===== src/rtl/ctrl_decode_pkg.sv =====
// Shared encodings and control bundle for the ARM-subset decode stage.
package ctrl_decode_pkg;

  localparam logic [1:0] MODE_ARITH  = 2'b00;
  localparam logic [1:0] MODE_MEM    = 2'b01;
  localparam logic [1:0] MODE_BRANCH = 2'b10;

  localparam logic [3:0] OP_MOV = 4'b1101;
  localparam logic [3:0] OP_MVN = 4'b1111;
  localparam logic [3:0] OP_ADD = 4'b0100;
  localparam logic [3:0] OP_ADC = 4'b0101;
  localparam logic [3:0] OP_SUB = 4'b0010;
  localparam logic [3:0] OP_SBC = 4'b0110;
  localparam logic [3:0] OP_AND = 4'b0000;
  localparam logic [3:0] OP_ORR = 4'b1100;
  localparam logic [3:0] OP_EOR = 4'b0001;
  localparam logic [3:0] OP_CMP = 4'b1010;
  localparam logic [3:0] OP_TST = 4'b1000;

  localparam logic [3:0] EX_NOP = 4'b0000;
  localparam logic [3:0] EX_MOV = 4'b0001;
  localparam logic [3:0] EX_MVN = 4'b1001;
  localparam logic [3:0] EX_ADD = 4'b0010;
  localparam logic [3:0] EX_ADC = 4'b0011;
  localparam logic [3:0] EX_SUB = 4'b0100;
  localparam logic [3:0] EX_SBC = 4'b0101;
  localparam logic [3:0] EX_AND = 4'b0110;
  localparam logic [3:0] EX_ORR = 4'b0111;
  localparam logic [3:0] EX_EOR = 4'b1000;
  localparam logic [3:0] EX_CMP = 4'b0100;
  localparam logic [3:0] EX_TST = 4'b0110;
  localparam logic [3:0] EX_LDR = 4'b0010;
  localparam logic [3:0] EX_STR = 4'b0010;

  typedef struct packed {
    logic [3:0] cmd;
    logic       mem_read;
    logic       mem_write;
    logic       wb_en;
    logic       imm;
    logic       b;
    logic       update;
    logic       illegal;
  } ctrl_t;

endpackage


===== src/rtl/ctrl_decode_decode.sv =====
// Pure combinational instruction decode plus source-register usage flags.
import ctrl_decode_pkg::*;

module ctrl_decode (
  input  logic [1:0] mode,
  input  logic [3:0] op_code,
  input  logic       s_bit,
  input  logic       imm_bit,
  output ctrl_t      ctrl,
  output logic       use_src1,
  output logic       use_src2,
  output logic       src2_is_rd
);

  always_comb begin
    ctrl       = '0;
    use_src1   = 1'b1;
    use_src2   = 1'b0;
    src2_is_rd = 1'b0;
    unique case (mode)
      MODE_MEM: begin
        ctrl.imm = imm_bit;
        if (s_bit) begin
          ctrl.cmd      = EX_LDR;
          ctrl.mem_read = 1'b1;
          ctrl.wb_en    = 1'b1;
        end else begin
          ctrl.cmd       = EX_STR;
          ctrl.mem_write = 1'b1;
          use_src2       = 1'b1;
          src2_is_rd     = 1'b1;
        end
      end
      MODE_ARITH: begin
        ctrl.imm    = imm_bit;
        ctrl.update = s_bit;
        ctrl.wb_en  = 1'b1;
        use_src2    = !imm_bit;
        unique case (op_code)
          OP_MOV: begin
            ctrl.cmd = EX_MOV;
            use_src1 = 1'b0;
          end
          OP_MVN: begin
            ctrl.cmd = EX_MVN;
            use_src1 = 1'b0;
          end
          OP_ADD: ctrl.cmd = EX_ADD;
          OP_ADC: ctrl.cmd = EX_ADC;
          OP_SUB: ctrl.cmd = EX_SUB;
          OP_SBC: ctrl.cmd = EX_SBC;
          OP_AND: ctrl.cmd = EX_AND;
          OP_ORR: ctrl.cmd = EX_ORR;
          OP_EOR: ctrl.cmd = EX_EOR;
          OP_CMP: begin
            ctrl.cmd    = EX_CMP;
            ctrl.wb_en  = 1'b0;
            ctrl.update = 1'b1;
          end
          OP_TST: begin
            ctrl.cmd    = EX_TST;
            ctrl.wb_en  = 1'b0;
            ctrl.update = 1'b1;
          end
          default: begin
            ctrl         = '0;
            ctrl.illegal = 1'b1;
          end
        endcase
      end
      MODE_BRANCH: begin
        ctrl.b   = 1'b1;
        ctrl.imm = imm_bit;
        use_src1 = 1'b0;
      end
      default: ctrl.illegal = 1'b1;
    endcase
  end

endmodule


===== src/rtl/ctrl_decode_stage.sv =====
// ID stage: decode, RAW/load-use hazard detection, ID/EX register, stall counter.
import ctrl_decode_pkg::*;

module ctrl_decode_stage #(
  parameter int REG_W  = 4,
  parameter bit FWD_EN = 1'b1,
  parameter int CNT_W  = 16
) (
  input  logic             clk,
  input  logic             rst,
  input  logic             id_valid,
  input  logic             S,
  input  logic             I,
  input  logic [1:0]       mode,
  input  logic [3:0]       op_code,
  input  logic [REG_W-1:0] rn,
  input  logic [REG_W-1:0] rm,
  input  logic [REG_W-1:0] rd,
  input  logic             ex_wb_en,
  input  logic             ex_mem_read,
  input  logic [REG_W-1:0] ex_dest,
  input  logic             mem_wb_en,
  input  logic [REG_W-1:0] mem_dest,
  input  logic             stall_in,
  input  logic             flush,
  output logic             hazard,
  output logic             ex_valid,
  output logic [3:0]       EX_command,
  output logic             mem_read,
  output logic             mem_write,
  output logic             WB_en,
  output logic             Imm,
  output logic             B,
  output logic             update,
  output logic [REG_W-1:0] ex_src1,
  output logic [REG_W-1:0] ex_src2,
  output logic [REG_W-1:0] ex_rd,
  output logic             illegal,
  output logic [CNT_W-1:0] stall_cnt
);

  ctrl_t            dec_ctrl;
  logic             use_src1;
  logic             use_src2;
  logic             src2_is_rd;
  logic [REG_W-1:0] src2_idx;
  logic             ex_hit;
  logic             mem_hit;

  ctrl_decode u_decode (
    .mode       (mode),
    .op_code    (op_code),
    .s_bit      (S),
    .imm_bit    (I),
    .ctrl       (dec_ctrl),
    .use_src1   (use_src1),
    .use_src2   (use_src2),
    .src2_is_rd (src2_is_rd)
  );

  assign src2_idx = src2_is_rd ? rd : rm;

  // With forwarding only a load in EX cannot be bypassed in time.
  assign ex_hit = ex_wb_en && (!FWD_EN || ex_mem_read) &&
                  ((use_src1 && rn == ex_dest) ||
                   (use_src2 && src2_idx == ex_dest));

  assign mem_hit = !FWD_EN && mem_wb_en &&
                   ((use_src1 && rn == mem_dest) ||
                    (use_src2 && src2_idx == mem_dest));

  assign hazard = id_valid && !flush && (ex_hit || mem_hit);

  ctrl_t            ctrl_d,  ctrl_q;
  logic             valid_d, valid_q;
  logic [REG_W-1:0] src1_d,  src1_q;
  logic [REG_W-1:0] src2_d,  src2_q;
  logic [REG_W-1:0] rd_d,    rd_q;
  logic [CNT_W-1:0] cnt_d,   cnt_q;

  always_comb begin
    ctrl_d  = ctrl_q;
    valid_d = valid_q;
    src1_d  = src1_q;
    src2_d  = src2_q;
    rd_d    = rd_q;
    cnt_d   = cnt_q;
    if (flush) begin
      ctrl_d  = '0;
      valid_d = 1'b0;
      src1_d  = '0;
      src2_d  = '0;
      rd_d    = '0;
    end else if (stall_in) begin
      ctrl_d = ctrl_q;
    end else if (hazard) begin
      ctrl_d  = '0;
      valid_d = 1'b0;
      src1_d  = '0;
      src2_d  = '0;
      rd_d    = '0;
      if (cnt_q != '1) cnt_d = cnt_q + CNT_W'(1);
    end else if (id_valid) begin
      ctrl_d  = dec_ctrl;
      valid_d = 1'b1;
      src1_d  = rn;
      src2_d  = src2_idx;
      rd_d    = rd;
    end else begin
      ctrl_d  = '0;
      valid_d = 1'b0;
      src1_d  = '0;
      src2_d  = '0;
      rd_d    = '0;
    end
  end

  always_ff @(posedge clk) begin
    if (rst) begin
      ctrl_q  <= '0;
      valid_q <= 1'b0;
      src1_q  <= '0;
      src2_q  <= '0;
      rd_q    <= '0;
      cnt_q   <= '0;
    end else begin
      ctrl_q  <= ctrl_d;
      valid_q <= valid_d;
      src1_q  <= src1_d;
      src2_q  <= src2_d;
      rd_q    <= rd_d;
      cnt_q   <= cnt_d;
    end
  end

  assign ex_valid   = valid_q;
  assign EX_command = ctrl_q.cmd;
  assign mem_read   = ctrl_q.mem_read;
  assign mem_write  = ctrl_q.mem_write;
  assign WB_en      = ctrl_q.wb_en;
  assign Imm        = ctrl_q.imm;
  assign B          = ctrl_q.b;
  assign update     = ctrl_q.update;
  assign illegal    = ctrl_q.illegal;
  assign ex_src1    = src1_q;
  assign ex_src2    = src2_q;
  assign ex_rd      = rd_q;
  assign stall_cnt  = cnt_q;

endmodule


===== config.mk =====
export PLATFORM = sky130hd
export DESIGN_NAME = ctrl_decode_stage
export DESIGN_NICKNAME = d
export VERILOG_FILES = /design/src/rtl/ctrl_decode_pkg.sv /design/src/rtl/ctrl_decode_decode.sv /design/src/rtl/ctrl_decode_stage.sv
export SDC_FILE = /design/constraint.sdc
export NUM_CORES = 1
export LEC_CHECK = 0
export ABC_CLOCK_PERIOD_IN_PS = 2250
export BUFFER_PORTS_ARGS = -buffer_cell sky130_fd_sc_hd__buf_2
export CORE_UTILIZATION = 45
export DETAILED_ROUTE_END_ITERATION = 8
export HOLD_SLACK_MARGIN = 0.02
export MAX_ROUTING_LAYER = met4
export PLACE_DENSITY = 0.76
export SETUP_SLACK_MARGIN = 0.3
export SYNTH_ARGS = -nofsm -noshare
export SYNTH_HDL_FRONTEND = slang
export SYNTH_SLANG_ARGS = --single-unit
export TNS_END_PERCENT = 5

===== constraint.sdc =====
create_clock -name clk -period 2.25 [get_ports clk]
set_clock_uncertainty 0.05 [all_clocks]
set_input_delay 0.1125 -clock clk [delete_from_list [all_inputs] [get_ports clk]]
set_output_delay 0.1125 -clock clk [all_outputs]
set_load 0.01 [all_outputs]

==> flow_summary_export.csv <==
group,metric,value,unit
outcome,status,"finished, final reports clean",
place,io_buffer_count,71,
detailed_routing,wl_met3,341,um
synth,synth.net_count,336,
floorplan,rows,25,
detailed_routing,viasPerCell,5.58,
detailed_routing,drc,0,
cells_and_area,fin_util,0.653,
cts,root_buffer,"clkbuf_8",
pwr,internal_power,1220,uW
critical_path,worst_ep_required_time,2.09,ns
pwr,leakage,0.00126,uW
run,max_cap_violations,0,
synth,syn_inst,295,
synth,synth-edff-count,0,
cells_and_area,drive_above_1_share,0.355,
synth,syn-mean-instance-area,7.79,um2
cells_and_area,diodes,0,
critical_path,startpoint_type,"input pin",
critical_path,reg2regPathDepth,6,
pwr,comb_power_share,0.156,
detailed_routing,wl,6430,um
global_routing,gr-usage-all-layers,0.255,
synth,synth_top_area_share,0.348,
cts,cts.clk_slew.worst_paths,0.08,ns
critical_path,end_kind,"primary output",
floorplan,die_y,73.5,um
critical_path,crit_arrival,1.82,ns
sta,fin_crit_sh,0.882,
pwr,seqPwrFrac,0.445,
synth,seq_area_frac_synth,0.348,
floorplan,die-width,73.5,um
sta,drv_slew,0,
critical_path,critPathKind,"in -> out",
floorplan,dieArea,0.00540,mm2
sta,finalSetupTns,0,ns
cts,cts_max_level,2,
place,dp_hpwl,4500,um
synth,ys_top_cells_by_area,"dfxtp_1 35%, a21oi_1 9.4%, nand2_1 5.2%, o21ai_0 4.4%, o211ai_1 4.2%",
pwr,p_sw,396,uW
detailed_routing,dr_total_vias,2476,
synth,ys.flop_type,"dfxtp_1",
pwr,ir_drop,0.000347,V
floorplan,core,0.00482,mm2
detailed_routing,routedLengthMet1,2790,um
synth,yosys_warnings,0,
pwr,finalPower,1610,uW
pwr,power.density,513,mW/mm2
floorplan,ioPinCount,77,
sta,period_minus_slack,1.98,ns
pwr,clkPwrFrac,0.399,
place,dpl.cell_count,430,
cts,cts_tree,"done",
global_routing,grt_max_degree,26,
sta,timing.fmax,0.504,GHz
critical_path,cp_max_fo,5,
worst_hold_path,hold_path_class,"in -> reg",
synth,ys_types,44,
synth,synth_top_cell_by_area,"dfxtp_1",
cts,clkLatencyLatePin,0.29,ns
sta,grt_setup_unrepaired,"true",
sta,setup_violations,0,
cells_and_area,nNetsFinal,417,
global_routing,overflow,0,
synth,syn_area,0.00230,mm2
place,gp_congestion,0.904,
global_routing,antenna_found_initial,0,
synth,synthArstFlopShare,0,
cts,cts_inserted_buffers,5,
sta,max_slew.worst_pin.slew,0.827,ns
detailed_routing,route.met2.wl,3180,um
floorplan,start_util,0.477,
worst_hold_path,whs_path_depth,3,
detailed_routing,routed.top_layer,"met4",
global_routing,grt_first_pass_wirelength,10300,um
pwr,p_sw_frac,0.245,
global_routing,grt_pass1_vias,2339,
sta,relSlewSlack,0.442,
detailed_routing,ant_nets,0,
cts,cts.sinks,40,
detailed_routing,routedWlPerCell,14.5,um
cts,cts_buffer_depth,2,
cells_and_area,instances_no_fill,444,
synth,ys_ff_latch,40,
detailed_routing,dr.pass1.iters,4,
cells_and_area,areaGrowthSynthToFinish,36.8,%
detailed_routing,dr.first_iter.drc_count,106,
sta,finalHoldViolCount,0,
==> cell usage after synthesis (2+ instances only) <==
cell / instances
a211oi_1: 2
a21oi_1: 43
and2_1: 3
and3_1: 2
and4_1: 2
buf_2: 2
buf_6: 2
clkbuf_1: 19
dfxtp_1: 40
ha_1: 5
inv_1: 9
mux2_2: 6
mux2i_1: 3
nand2_1: 32
nand2b_1: 4
nand3_1: 8
nand3b_1: 2
nand4_1: 5
nor2_1: 11
nor2b_1: 13
nor3_1: 2
nor4_1: 6
o211ai_1: 13
o21ai_0: 20
o31ai_1: 8
or2_2: 2
or3_1: 2
or4_1: 8
xnor2_1: 4
xor2_1: 3
==> worst paths after layout <==
| path | to | from | slack, ns |
|---|---|---|---|
| setup reg to reg | stall_cnt[12]$_SDFFE_PP0P_ | stall_cnt[6]$_SDFFE_PP0P_ | 0.33 |
| hold reg to reg | ex_rd[1]$_SDFFE_PP0N_ | ex_rd[1]$_SDFFE_PP0N_ | 0.41 |
| hold / removal | ex_src1[1]$_SDFFE_PP0N_ | rn[1] | 0.06 |
| setup / recovery | hazard | mode[1] | 0.27 |
==> metrics by stage <==
| step | area [um2] | worst slack, ns | hold slack [ns] |
|---|---|---|---|
| 5_1_grt | 3140 | 0.163 | 0.0781 |
| 2_1_floorplan | 2370 | 0.213 | 0.235 |
| 4_1_cts | 3090 | 0.231 | 0.0652 |
| 3_3_place_gp | 2860 | -0.121 | 0.373 |
| 6_report | 3140 | 0.266 | 0.0650 |
| 3_5_place_dp | 2860 | -0.196 | 0.382 |
==> cell type report <==
type | count | area, um2
Inverter | 9 | 46.3
Fill cell | 439 | 1670
Clock buffer | 7 | 96.3
Sequential cell | 40 | 801
Timing Repair Buffer | 97 | 611
Multi-Input combinational cell | 223 | 1480
Tap cell | 67 | 83.8
Clock inverter | 1 | 30.0
==> flip-flops by register name, summed over array words and instances, names as in the netlist, 4 cells and up <==
signal / flops
stall_cnt: 16
ex_src2: 4
EX_command: 4
ex_src1: 4
ex_rd: 4
==> placed cells by master, fill, tap and decap left out, drive strengths merged, types with 5 or more instances in the layout <==
| master | n |
|---|---|
| buf | 97 |
| a21oi | 43 |
| dfxtp | 40 |
| nand2 | 32 |
| o21ai | 21 |
| o211ai | 13 |
| nor2b | 13 |
| nor2 | 11 |
| inv | 9 |
| o31ai | 8 |
| nand3 | 8 |
| or4 | 8 |
| clkbuf | 7 |
| mux2 | 6 |
| nor4 | 6 |
| nand4 | 5 |
| ha | 5 |
==> per-layer routing <==
layer	track usage	vias up
met1	0.301	1148
met4	0.100	0
met2	0.427	83
met3	0.0466	15
met5	-	-
li1	-	1230
==> cells by family after synthesis <==
group,after synthesis,synth area share
and+or+nand+nor,105,0.243
AOI/OAI and AO/OA,96,0.247
adders and majority gates,5,0.0272
xor gates and xnor gates,7,0.0267
muxes,10,0.0484
buffers and inverters,32,0.0599
DFF,40,0.348
==> power by group through the flow <==
stage | sequential [uW] | clock, uW | combinational [uW]
global route | 718 | 683 | 275
global placement | 734 | 0 | 214
floorplan | 738 | 0 | 126
detailed placement | 734 | 0 | 218
CTS | 717 | 655 | 242
finish | 718 | 644 | 252
==> worst max-delay path, cell delays in order <==
cell and delay (ns):
buf_12 0.11, inv_12 0.04, ha_4 0.16, nand2b_4 0.09, buf_6 0.13, a211oi_2 0.17, o211ai_1 0.14, o31a_1 0.33
buf_6 0.14, buf_8 0.11, nor3b_2 0.14, buf_2 0.15
==> repair_timing <==
action | in CTS | in global routing
hold endpoints to repair | 0 | 0
hold buffers | 0 | 0
setup buffers | 4 | 2
setup endpoints to repair | 41 | 30
pin swaps | 8 | 8
resized for setup | 17 | 10
Power figures use the tool's default switching activity.
